===== src/rtl/trap_ctrl_pkg.sv =====
// -----------------------------------------------------------------------------
// trap_ctrl_pkg
// Shared definitions for the machine-mode trap sequencer:
//   - CSR addresses touched by the sequencer (mstatus, mtvec, mepc, mcause)
//   - mstatus bit positions (MIE, MPIE, MPP)
//   - exception / interrupt cause codes
//   - sequencer state encoding
// -----------------------------------------------------------------------------
package trap_ctrl_pkg;

    localparam logic [11:0] CSR_MSTATUS = 12'h300;
    localparam logic [11:0] CSR_MTVEC   = 12'h305;
    localparam logic [11:0] CSR_MEPC    = 12'h341;
    localparam logic [11:0] CSR_MCAUSE  = 12'h342;

    localparam int MSTATUS_MIE    = 3;
    localparam int MSTATUS_MPIE   = 7;
    localparam int MSTATUS_MPP_LO = 11;
    localparam int MSTATUS_MPP_HI = 12;

    localparam int CAUSE_ECALL_M = 11;
    localparam int CAUSE_MTI     = 7;

    typedef enum logic [2:0] {
        ST_IDLE,
        ST_T_SAVE,
        ST_T_STATUS,
        ST_M_RESTORE,
        ST_REDIR
    } trap_state_e;

endpackage


===== src/rtl/trap_ctrl.sv =====
// -----------------------------------------------------------------------------
// trap_ctrl
// Machine-mode trap sequencer sitting between commit and the CSR file.
// At an instruction boundary it takes a timer interrupt, ecall or mret, walks
// the CSR file through a fixed sequence of reads/writes while stalling the
// pipeline, and finishes with a one-cycle PC redirect.
//
// Ports:
//   clock, reset          clock and asynchronous active-low reset
//   commit_valid/pc       instruction at the commit boundary and its PC
//   commit_ecall/mret     instruction type flags
//   timer_interrupt       pending machine timer interrupt
//   csr_rdata             CSR read data, combinational from csr_raddr
//   csr_ren/raddr         CSR read port
//   csr_wen1/waddr1/wdata1, csr_wen2/waddr2/wdata2   CSR write ports
//   commit_kill           squash the committing instruction (IDLE only)
//   stall                 hold the pipeline while a sequence is running
//   redirect_valid/pc     one-cycle redirect strobe and target
// -----------------------------------------------------------------------------
module trap_ctrl
    import trap_ctrl_pkg::*;
#(
    parameter int XLEN        = 64,
    parameter bit VECTORED_EN = 1'b1
) (
    input  logic            clock,
    input  logic            reset,
    input  logic            commit_valid,
    input  logic [XLEN-1:0] commit_pc,
    input  logic            commit_ecall,
    input  logic            commit_mret,
    input  logic            timer_interrupt,
    input  logic [XLEN-1:0] csr_rdata,
    output logic            csr_ren,
    output logic [11:0]     csr_raddr,
    output logic            csr_wen1,
    output logic [11:0]     csr_waddr1,
    output logic [XLEN-1:0] csr_wdata1,
    output logic            csr_wen2,
    output logic [11:0]     csr_waddr2,
    output logic [XLEN-1:0] csr_wdata2,
    output logic            commit_kill,
    output logic            stall,
    output logic            redirect_valid,
    output logic [XLEN-1:0] redirect_pc
);

    localparam logic [XLEN-1:0] IRQ_CAUSE   = (XLEN'(1) << (XLEN - 1)) | XLEN'(CAUSE_MTI);
    localparam logic [XLEN-1:0] ECALL_CAUSE = XLEN'(CAUSE_ECALL_M);

    trap_state_e     state_q;
    logic [XLEN-1:0] cause_q;
    logic [XLEN-1:0] status_q;
    logic            wen1_q;
    logic [11:0]     waddr1_q;
    logic [XLEN-1:0] wdata1_q;
    logic            wen2_q;
    logic [11:0]     waddr2_q;
    logic [XLEN-1:0] wdata2_q;
    logic            redirect_valid_q;
    logic [XLEN-1:0] redirect_pc_q;

    logic            takeIrq;
    logic            takeEcall;
    logic            takeMret;

    // Trap entry view of mstatus: stash MIE into MPIE, disable interrupts,
    // and record machine mode as the previous privilege.
    function automatic logic [XLEN-1:0] trapStatus(input logic [XLEN-1:0] s);
        logic [XLEN-1:0] r;
        r = s;
        r[MSTATUS_MPIE] = s[MSTATUS_MIE];
        r[MSTATUS_MIE]  = 1'b0;
        r[MSTATUS_MPP_HI:MSTATUS_MPP_LO] = 2'b11;
        return r;
    endfunction

    // mret view of mstatus: restore MIE from MPIE and re-arm MPIE.
    function automatic logic [XLEN-1:0] mretStatus(input logic [XLEN-1:0] s);
        logic [XLEN-1:0] r;
        r = s;
        r[MSTATUS_MIE]  = s[MSTATUS_MPIE];
        r[MSTATUS_MPIE] = 1'b1;
        r[MSTATUS_MPP_HI:MSTATUS_MPP_LO] = 2'b11;
        return r;
    endfunction

    // Handler entry point. Only interrupts use vectored mode; any MODE other
    // than 01 falls back to direct. The offset add wraps at XLEN bits.
    function automatic logic [XLEN-1:0] trapTarget(input logic [XLEN-1:0] tvec,
                                                   input logic [XLEN-1:0] cause);
        logic [XLEN-1:0] base;
        base = {tvec[XLEN-1:2], 2'b00};
        if (VECTORED_EN && (tvec[1:0] == 2'b01) && cause[XLEN-1]) begin
            return base + (XLEN'(cause[5:0]) << 2);
        end
        return base;
    endfunction

    // Event decode at the commit boundary. In IDLE the read port always
    // presents mstatus, so csr_rdata is the live status word here.
    always_comb begin
        takeIrq   = 1'b0;
        takeEcall = 1'b0;
        takeMret  = 1'b0;
        if (state_q == ST_IDLE && commit_valid) begin
            takeIrq   = timer_interrupt & csr_rdata[MSTATUS_MIE];
            takeEcall = ~takeIrq & commit_ecall;
            takeMret  = ~takeIrq & ~commit_ecall & commit_mret;
        end
    end

    // The read port address follows the state so the value needed in each
    // step is already on csr_rdata in that same cycle.
    always_comb begin
        csr_ren   = 1'b0;
        csr_raddr = 12'h000;
        case (state_q)
            ST_IDLE: begin
                csr_ren   = 1'b1;
                csr_raddr = CSR_MSTATUS;
            end
            ST_T_STATUS: begin
                csr_ren   = 1'b1;
                csr_raddr = CSR_MTVEC;
            end
            ST_M_RESTORE: begin
                csr_ren   = 1'b1;
                csr_raddr = CSR_MEPC;
            end
            default: begin
                csr_ren   = 1'b0;
                csr_raddr = 12'h000;
            end
        endcase
    end

    // Sequencer. Write-port and redirect outputs are registered: each
    // transition loads the outputs that belong to the state being entered,
    // so an async reset clears them immediately and nothing else is issued.
    always_ff @(posedge clock or negedge reset) begin
        if (!reset) begin
            state_q          <= ST_IDLE;
            cause_q          <= '0;
            status_q         <= '0;
            wen1_q           <= 1'b0;
            waddr1_q         <= '0;
            wdata1_q         <= '0;
            wen2_q           <= 1'b0;
            waddr2_q         <= '0;
            wdata2_q         <= '0;
            redirect_valid_q <= 1'b0;
            redirect_pc_q    <= '0;
        end else begin
            wen1_q           <= 1'b0;
            waddr1_q         <= '0;
            wdata1_q         <= '0;
            wen2_q           <= 1'b0;
            waddr2_q         <= '0;
            wdata2_q         <= '0;
            redirect_valid_q <= 1'b0;
            redirect_pc_q    <= '0;
            case (state_q)
                ST_IDLE: begin
                    if (takeIrq || takeEcall) begin
                        state_q  <= ST_T_SAVE;
                        cause_q  <= takeIrq ? IRQ_CAUSE : ECALL_CAUSE;
                        status_q <= csr_rdata;
                        wen1_q   <= 1'b1;
                        waddr1_q <= CSR_MEPC;
                        wdata1_q <= commit_pc;
                        wen2_q   <= 1'b1;
                        waddr2_q <= CSR_MCAUSE;
                        wdata2_q <= takeIrq ? IRQ_CAUSE : ECALL_CAUSE;
                    end else if (takeMret) begin
                        state_q  <= ST_M_RESTORE;
                        status_q <= csr_rdata;
                        wen1_q   <= 1'b1;
                        waddr1_q <= CSR_MSTATUS;
                        wdata1_q <= mretStatus(csr_rdata);
                    end
                end
                ST_T_SAVE: begin
                    state_q  <= ST_T_STATUS;
                    wen1_q   <= 1'b1;
                    waddr1_q <= CSR_MSTATUS;
                    wdata1_q <= trapStatus(status_q);
                end
                ST_T_STATUS: begin
                    state_q          <= ST_REDIR;
                    redirect_valid_q <= 1'b1;
                    redirect_pc_q    <= trapTarget(csr_rdata, cause_q);
                end
                ST_M_RESTORE: begin
                    state_q          <= ST_REDIR;
                    redirect_valid_q <= 1'b1;
                    redirect_pc_q    <= csr_rdata;
                end
                default: begin
                    state_q <= ST_IDLE;
                end
            endcase
        end
    end

    assign csr_wen1       = wen1_q;
    assign csr_waddr1     = waddr1_q;
    assign csr_wdata1     = wdata1_q;
    assign csr_wen2       = wen2_q;
    assign csr_waddr2     = waddr2_q;
    assign csr_wdata2     = wdata2_q;
    assign redirect_valid = redirect_valid_q;
    assign redirect_pc    = redirect_pc_q;
    assign stall          = (state_q != ST_IDLE);
    assign commit_kill    = takeIrq | takeEcall | takeMret;

endmodule


===== config.mk =====
export PLATFORM = sky130hd
export DESIGN_NAME = trap_ctrl
export DESIGN_NICKNAME = d
export VERILOG_FILES = /design/src/rtl/trap_ctrl_pkg.sv /design/src/rtl/trap_ctrl.sv
export SDC_FILE = /design/constraint.sdc
export NUM_CORES = 1
export LEC_CHECK = 0
export CAP_MARGIN = 20
export CORE_MARGIN = 3
export CORE_UTILIZATION = 40
export DETAILED_ROUTE_END_ITERATION = 12
export PLACE_DENSITY = 0.77
export SETUP_SLACK_MARGIN = 0.15
export SLEW_MARGIN = 20
export SYNTH_ARGS = -nofsm -noshare
export SYNTH_HDL_FRONTEND = slang
export SYNTH_SLANG_ARGS = --single-unit

===== constraint.sdc =====
create_clock -name clock -period 2.5 [get_ports clock]
set_input_delay 0.5 -clock clock [delete_from_list [all_inputs] [get_ports clock]]
set_output_delay 0.5 -clock clock [all_outputs]
set_load 0.1 [all_outputs]

======== Word-level counts from Yosys, hierarchy flattened ========
Cells that the tools add are included.
word-level totals
  register bits after elaboration ......... 350
  input bits .............................. 134
  output and inout port bits .............. 234
  logic and storage cells ................. 67
operators by class
  add/sub/neg operators ................... 1
  equal/unequal tests ..................... 5
  muxes and demuxes ....................... 32
  bitwise operators ....................... 8
  reduce and logical (&&, ||, !) cells .... 10
operators by type and width
  kind                                                              number
  64-bit two-way mux                                                9
  64-bit case mux with 2 select lines                               2
  64-bit by 8-bit adder with 64-bit output                          1
  10-bit two-way mux                                                4
  10-bit case mux with 3 select lines                               1
  10-bit case mux with 2 select lines                               1
  1-bit two-way mux                                                 11
  3-bit case mux with 3 select lines                                1
  3-bit by 2-bit == test with 1-bit output (second input constant)  2
  3-bit two-way mux                                                 2
  1-bit bitwise AND                                                 4
  2-bit AND reduction                                               2
  3-bit by 1-bit == test with 1-bit output (second input constant)  1
  3-bit zero test                                                   1
  3-bit by 2-bit != test with 1-bit output (second input constant)  1
  3-bit nonzero test                                                1
  3-bit OR reduction                                                1
  2-bit by 1-bit == test with 1-bit output (second input constant)  1
  1-bit logical AND                                                 2
  1-bit NOT                                                         2
  1-bit bitwise OR                                                  2
  1-bit case mux with 2 select lines                                1
  2-bit nonzero test                                                1
  2-bit OR reduction                                                1
  1-bit logical OR                                                  1

======== Logic depth before layout (Yosys ltp) ========
Gate-level depths: netlist (run 1).
  depth after elaboration ................. 8
  gate-level depth with buffers ........... 9

======== Worst setup path before layout (run 1) ========
Ideal clock, no wire load.
  path kind ............................... reg2out
  from .................................... reg state_q[0]
  to ...................................... out csr_raddr[9]
  arrival ................................. 2547 ps
  required time ........................... 2000 ps
  path slack .............................. -547 ps
  stages on the path, launching flop included .. 5
  buffers on the path ..................... 2
  path through ............................ dfrtp_1 -> buf_2 -> or3_1 -> nand2_1 -> buf_4
between the ends
  cells in the longest elaborated chain, start to end .. 2
ends and longest elaborated chain
  what                                                                                line              text
  start, declared                                                                     trap_ctrl.sv:51   trap_state_e state_q;
  start signal, assigned                                                              trap_ctrl.sv:143  state_q <= ST_IDLE;
  start signal, assigned                                                              trap_ctrl.sv:166  state_q <= ST_T_SAVE;
  start signal, assigned                                                              trap_ctrl.sv:176  state_q <= ST_M_RESTORE;
  3-bit by 2-bit == test with 1-bit output / 3-bit zero test (equally long branches)  trap_ctrl.sv:118  case (state_q)
  10-bit case mux with 3 select lines *                                               trap_ctrl.sv:118
  end, declared                                                                       trap_ctrl.sv:35   output logic [11:0] csr_raddr,
Mark *: on every way between the ends. The rest lies on a longest branch, timed or not.

======== Worst setup path in the final report (run 1) ========
  from .................................... reg state_q[2]
  to ...................................... out commit_kill
between the ends
  cells in the longest elaborated chain, start to end .. 5
ends and longest elaborated chain
  what                 line              text
  3-bit zero test *    trap_ctrl.sv:106  if (state_q == ST_IDLE && commit_valid) begin
  1-bit logical AND *  trap_ctrl.sv:106
  1-bit two-way mux    trap_ctrl.sv:106
  1-bit bitwise OR     trap_ctrl.sv:215  assign commit_kill = takeIrq | takeEcall | takeMret;
  1-bit bitwise OR *   trap_ctrl.sv:215
  end, declared        trap_ctrl.sv:42   output logic commit_kill,
Marked as above.

==> results.json, run 1 <==
{
  "synthMuxAreaShare_pct": 7.08,
  "cp.arrival_ps": 1950,
  "p_comb_share_pct": 60.2,
  "core.rowCount": 55,
  "worst_pin_slew_ps": 1140,
  "die_h_um": 159,
  "synth_compound_area_share_pct": 9.28,
  "synth_top_family_by_area": "simple AND/OR/NAND/NOR gates",
  "viasPerCell": 5.16,
  "worstSkewPairLatency_ps": 500,
  "period_needed_ps": 2450,
  "critPathRequiredTime_ps": 2000,
  "final_hold_viol_count": 0,
  "cp-start-kind": "flop",
  "synthFlopType": "dfrtp_1",
  "fillers": 1845,
  "route.detailed.drc": 0,
  "clockPowerShare_pct": 15.2,
  "hold_depth": 3,
  "power_density_mw_per_mm2": 1510,
  "synth-seq-cells": 201,
  "cts_root_buf": "clkbuf_16",
  "critPathMaxStageDelay_ps": 390,
  "core_mm2": 0.0228,
  "synth-xor-area-share_pct": 4.39,
  "antenna_found_initial": 2,
  "slowest_stage": "dfrtp_1",
  "gp_congestion": 0.865,
  "portBuffers": 285,
  "grt_pass1_vias": 8072,
  "synth_warnings": 0,
  "cts_sinks": 201,
  "die_area_mm2": 0.0253,
  "area_growth_syn_to_layout_pct": 47.2,
  "drtAntennaViolNets": 0,
  "numCtsBuffers": 23,
  "async_reset_ff_share_pct": 100,
  "hold_class": "primary input to flop",
  "initial_utilization_pct": 41.1,
  "via_count": 8074,
  "syn-cell-area_mm2": 0.00938,
  "io_pins": 368,
  "worst_r2r_path_depth": 10,
  "yosysUniqueCellTypes": 52,
  "ys_seq_area_share_pct": 53.6,
  "final_util_pct": 60.4,
  "p_sw_mw": 11.4,
  "fin_nets": 1374,
  "rsz0062_at_grt": "true",
  "fp.dieW_um": 159,
  "drv_slew": 0,
  "grt_util_all_layers_pct": 22.8,
  "path_class": "flop to primary output",
  "final_layout_size_suffix_gt1_share_pct": 34.8,
  "finalCritPeriodShare_pct": 98.2,
  "synth.avg_cell_area_um2": 11.2,
  "cts_tree": "done",
  "crit_path_cell_trace": "or2_1, nor3b_2, buf_4, and3_4, nor2_4, clkinvlp_4, buf_12",
  "clockBufferDepth": 3,
  "hpwl_mm": 22.2,
  "worst_path_dominant_cell_family": "simple AND/OR/NAND/NOR gates",
  "peakVddDrop_v": 0.000996,
  "drv_cap": 0,
  "path_max_fanout": 4,
  "drt_iter0_drc": 775,
  "drt_pre_antenna_iters": 9,
  "synth_adder_area_share_pct": 0.747,
  "overflow": 0,
  "grt_max_degree": 61,
  "p_sw_share_pct": 54.8,
  "fin_skew_ps": 8.86,
  "synth-edff-count": 0,
  "syn_inst": 841,
  "synth_simple_gate_area_share_pct": 12.9,
  "wire_per_inst_um": 19.4,
  "clk_pin_slew_ps": 60,
  "setup_viol": 0,
  "path_depth": 7,
  "slew_headroom_pct": 24.2,
  "path_buf_inv": 3,
  "postRouteWirelength_mm": 30.3,
  "grt_pass1_wl_mm": 46.3,
  "place_inst": 1511,
  "h-tree-depth": 1,
  "end_kind": "primary output",
  "p_leak_nw": 6.74,
  "fmax_ghz": 0.407,
  "p_int_mw": 9.41,
  "status": "finished, final reports clean",
  "p_seq_share_pct": 24.6,
  "final_cells": 1566
}
Yosys cell counts, types with 3 or more instances:
| master | n | area, um2 |
|---|---|---|
| nand2_1 | 36 | 135 |
| nor2_1 | 77 | 289 |
| or3_1 | 10 | 62.6 |
| and2_1 | 7 | 43.8 |
| a222oi_1 | 60 | 601 |
| buf_1 | 3 | 11.3 |
| and4_1 | 6 | 52.6 |
| ha_1 | 4 | 50.1 |
| nand3_1 | 18 | 90.1 |
| buf_4 | 95 | 713 |
| xor2_1 | 29 | 254 |
| or4_1 | 3 | 22.5 |
| dfrtp_1 | 201 | 5030 |
| and3_1 | 13 | 81.3 |
| xnor2_1 | 18 | 158 |
| o21ai_0 | 12 | 60.1 |
| nand4_1 | 24 | 150 |
| clkbuf_1 | 32 | 120 |
| buf_2 | 8 | 40.0 |
| nor4_1 | 8 | 50.1 |
| a21oi_1 | 22 | 110 |
| mux2_2 | 59 | 664 |
| inv_1 | 50 | 188 |
| nor3_1 | 3 | 15.0 |
| nor2b_1 | 3 | 18.8 |
| or2_2 | 3 | 18.8 |
| buf_6 | 4 | 45.0 |
routing by layer:
metal	vias to the layer above	GRT usage, %	share of wire, %
met4	0	7.64	3.2
met5	-	0	0
met2	449	38.7	48
li1	3590	-	-
met1	3970	29.0	39
met3	65	5.28	9.1
sequential cells by signal, summed over array words and instances, names as in the netlist:
| signal | count |
|---|---|
| csr_wdata1 | 64 |
| state_q | 3 |
| csr_wdata2 | 2 |
| redirect_pc | 64 |
| status_q | 61 |
| cause_q | 3 |
| csr_waddr1 | 2 |
| csr_waddr2 | 1 |
| redirect_valid | 1 |
timing repair:
action | in CTS | in global routing
hold endpoints to repair | 42 | 0
setup buffers | 7 | 4
gates resized for setup | 12 | 16
hold buffers | 1 | 0
pin swaps | 5 | 10
endpoints found under the setup margin | 24 | 34
cells in the final DEF, fill, tap and decap left out, types with 21 or more instances in the layout:
cell type / Yosys / final
buf_4: 95 / 279
dfrtp_1: 201 / 200
clkdlybuf4s50_1: 0 / 128
conb_1: 1 / 82
nor2_1: 77 / 75
a222oi_1: 60 / 60
mux2_2: 59 / 59
inv_1: 50 / 48
nand2_1: 36 / 34
xor2_1: 29 / 29
nand4_1: 24 / 24
clkbuf_16: 0 / 23
a21oi_1: 22 / 21
final cells by class:
type | instances | area, um2 | share of cell area [%]
tap | 313 | 392 | 2.84
sequential | 201 | 5030 | 36.4
inverter | 50 | 195 | 1.41
multi-input combinational | 528 | 3680 | 26.6
clock inverter | 9 | 60.1 | 0.435
antenna | 2 | 5.00 | 0.0363
timing repair buffer | 431 | 3790 | 27.5
clock buffer | 32 | 649 | 4.70
final timing paths:
path                       slack, ps              end    startpoint
max in group asynchronous       1280       state_q[0]         reset
setup / recovery                  50      commit_kill    state_q[2]
hold / removal                   430      status_q[2]  csr_rdata[2]
min in group asynchronous        510    csr_wdata1[2]         reset
hold reg to reg                  480   csr_wdata1[13]  status_q[13]
setup reg to reg                 280  redirect_pc[19]    cause_q[1]
power groups by stage:
| stage | Combinational (mW) | Sequential, mW | Clock, mW |
|---|---|---|---|
| after CTS | 12.5 | 5.12 | 3.23 |
| after detailed placement | 12.4 | 5.17 | 0 |
| after global routing | 12.9 | 5.25 | 3.35 |
| final | 12.5 | 5.12 | 3.17 |
| after global placement | 12.3 | 5.13 | 0 |
| after floorplan | 3.76 | 10.7 | 0 |
per-stage QoR:
| stage | hold WS (ps) | cell area, um2 | total power [mW] | TNS (ps) | setup WS (ps) |
|---|---|---|---|---|---|
| 6_report | 430 | 13800 | 20.8 | 0 | 45.3 |
| 5_1_grt | 442 | 13800 | 21.5 | -20.2 | -20.2 |
| 4_1_cts | 485 | 13700 | 20.8 | 0 | 3.31 |
| 3_5_place_dp | 438 | 12900 | 17.6 | -18800 | -463 |
| 3_3_place_gp | 439 | 12900 | 17.4 | -15250 | -432 |
| 2_1_floorplan | 204 | 9710 | 14.5 | -105 | -105 |
cells by family (layout without fill, tap and decap cells):
logic type	Yosys count	after routing
flip-flops	201	201
AO/OA/AOI/OAI	107	107
multiplexers	59	59
adder cells (fa/ha/maj)	5	5
XOR/XNOR	47	47
AND/OR/NAND/NOR	228	228
buffers and inverters	193	522
other	1	84
worst reg2reg max path: stages (launching register included):
cell and delay [ps]:
dfrtp_1 400, buf_4 150, ha_1 260, a21oi_1 90, o22ai_2 240, buf_4 160
buf_4 100, and2_1 150, nand4_1 130, or3_1 340, a21oi_1 140
No activity file was read; power rests on OpenSTA's default activity.
==> run 2: changes to the inputs <==
--- a/config.mk
+++ b/config.mk
@@ -7,9 +7,9 @@
 export LEC_CHECK = 0
 export CAP_MARGIN = 20
 export CORE_MARGIN = 3
-export CORE_UTILIZATION = 40
+export CORE_UTILIZATION = 48
 export DETAILED_ROUTE_END_ITERATION = 12
-export PLACE_DENSITY = 0.77
+export PLACE_DENSITY = 0.87
 export SETUP_SLACK_MARGIN = 0.15
 export SLEW_MARGIN = 20
 export SYNTH_ARGS = -nofsm -noshare
==> constraint.sdc (replaced) <==
create_clock -name clock -period 2.9 [get_ports clock]
set_input_delay 0.58 -clock clock [delete_from_list [all_inputs] [get_ports clock]]
set_output_delay 0.58 -clock clock [all_outputs]
set_load 0.1 [all_outputs]
==> run 2 against run 1 <==
Against the previous run: largest power group unchanged; clock power fell by 5%; power fell by 13%; sequential cell count did not move; register-to-register slack improved by 120 ps; sequential power fell by 13%; via count fell by 1.4%; clock skew rose by 5.2 ps; largest cell class unchanged; final cell count fell by 7.5%; highest routed layer unchanged; die area fell by 16%; first-iteration DRC count rose by 5.5%; count of clock-buffer cells in the layout rose by 3; wire length barely moved.
==> results.json, run 2 (synthesis results as in run 1) <==
{
  "gp_congestion": 0.881,
  "end_kind": "primary output",
  "drt_pre_antenna_iters": 8,
  "p_leak_nw": 6.46,
  "worst_r2r_path_depth": 10,
  "h-tree-depth": 1,
  "gr-usage-met2_pct": 48.5,
  "antenna_found_initial": 0,
  "drt_iter0_drc": 818,
  "post-place-ws_ps": -262,
  "final_layout_size_suffix_gt1_share_pct": 30.0,
  "fmax_ghz": 0.379,
  "cp-start-kind": "flop",
  "portBuffers": 285,
  "clockBufferDepth": 3,
  "hold_class": "primary input to asynchronous set/reset pin",
  "die_h_um": 146,
  "busiest_layer": "met2",
  "finalCritPeriodShare_pct": 91.0,
  "die_area_mm2": 0.0213,
  "critPathRequiredTime_ps": 2320,
  "diodes": 0,
  "postRouteWirelength_mm": 30.4,
  "numCtsBuffers": 22,
  "wire_per_inst_um": 21.0,
  "power_density_mw_per_mm2": 1370,
  "post-cts-setup-buffers": 0,
  "final_common_cell": "buf_4",
  "place_inst": 1409,
  "grt_util_all_layers_pct": 28.0,
  "drv_slew": 0,
  "drv_cap": 0,
  "rr_endpoint": "redirect_pc[52]",
  "route.detailed.drc": 0,
  "viasPerCell": 5.49,
  "rrSetupSlack_ps": 400,
  "rsz0062_at_grt": "false",
  "status": "finished, final reports clean",
  "grt_max_degree": 67,
  "core.rowCount": 50,
  "area_growth_syn_to_layout_pct": 40.8,
  "final_hold_viol_count": 0,
  "hpwl_mm": 21.6,
  "use_met1_pct": 34.3,
  "cts_root_buf": "clkbuf_16",
  "final_cell_mix": "223 x buf_4, 201 x dfrtp_1, 132 x clkdlybuf4s50_1",
  "cts_tree": "done",
  "path_class": "flop to primary output",
  "drtAntennaViolNets": 0,
  "period_needed_ps": 2640,
  "initial_utilization_pct": 49.5,
  "worst_pin_slew_ps": 648,
  "final_cells": 1449,
  "setup_ws_ps": 260,
  "clk_pin_slew_ps": 60,
  "setup_viol": 0,
  "cp.arrival_ps": 2060,
  "fin_nets": 1312,
  "fp.dieW_um": 146,
  "core_mm2": 0.0190,
  "grt_pass1_wl_mm": 47.3,
  "overflow": 0,
  "regToRegStartpoint": "cause_q[1]",
  "peakVddDrop_v": 0.000692,
  "via_count": 7961,
  "worstSkewPairLatency_ps": 500,
  "grt_pass1_vias": 8306,
  "io_pins": 368,
  "cts_sinks": 201,
  "fin_skew_ps": 14.1,
  "slew_headroom_pct": 56.8,
  "grt_util_met3_pct": 6.10,
  "fillers": 1330,
  "path_max_fanout": 4
}
==> run 2: worst max path at each step <==
| stage | from | endpoint | slack [ps] | depth (start not counted) |
|---|---|---|---|---|
| after floorplan | state_q[2] | csr_raddr[2] | 160 | 4 |
| after global placement | csr_rdata[2] | redirect_pc[60] | -200 | 9 |
| after detailed placement | csr_rdata[2] | redirect_pc[60] | -260 | 9 |
| after CTS | state_q[0] | csr_ren | 180 | 4 |
| after global routing | state_q[1] | commit_kill | 170 | 6 |
| final | state_q[1] | commit_kill | 260 | 6 |
==> run 2: metrics by stage <==
stage / total power [mW] / util, % / setup TNS, ps / cell area (um2) / hold slack (ps)
2_1_floorplan: 12.4 / - / 0 / 9690 / 284
3_3_place_gp: 14.8 / 65.4 / -2400 / 12400 / 461
3_5_place_dp: 15.0 / 65.4 / -3490 / 12400 / 466
4_1_cts: 18.1 / 69.6 / 0 / 13200 / 89.7
5_1_grt: 18.6 / 69.7 / 0 / 13200 / 98.4
6_report: 18.0 / 69.7 / 0 / 13200 / 84.7
==> run 2: power by group <==
group          total (mW)  internal, mW  switching, mW
combinational        10.6          2.42           8.16
clock                3.00          1.89           1.10
sequential           4.45          3.92          0.530
total                18.0          8.24           9.80
==> run 2: final cells by class <==
class / count / area (um2) / area share, %
Timing Repair Buffer: 370 / 3290 / 24.9
Clock inverter: 5 / 100 / 0.758
Tap cell: 260 / 325 / 2.46
Multi-Input combinational cell: 528 / 3580 / 27.1
Sequential cell: 201 / 5030 / 38.1
Clock buffer: 35 / 691 / 5.23
Inverter: 50 / 188 / 1.42
==> run 2: what timing repair did <==
item,4_1_cts,5_1_grt
gates cloned,0,0
endpoints found under the setup margin,1,5
endpoints found under the hold margin,0,0
gates resized for setup,2,2
hold buffers,0,0
==> run 2: worst max-delay path: stages (launching register included) <==
cell and delay, ps:
dfrtp_1 410, or2_1 270, nor3b_2 250, and3_2 270
nor2_4 60, inv_2 120, buf_12 190
==> run 2: layer usage <==
metal	up-vias	part of all wire, %	wire, um
li1	3478	-	-
met1	3956	37	11200
met2	445	51	15400
met3	82	8.8	2660
met4	0	3.9	1180
met5	-	0	0
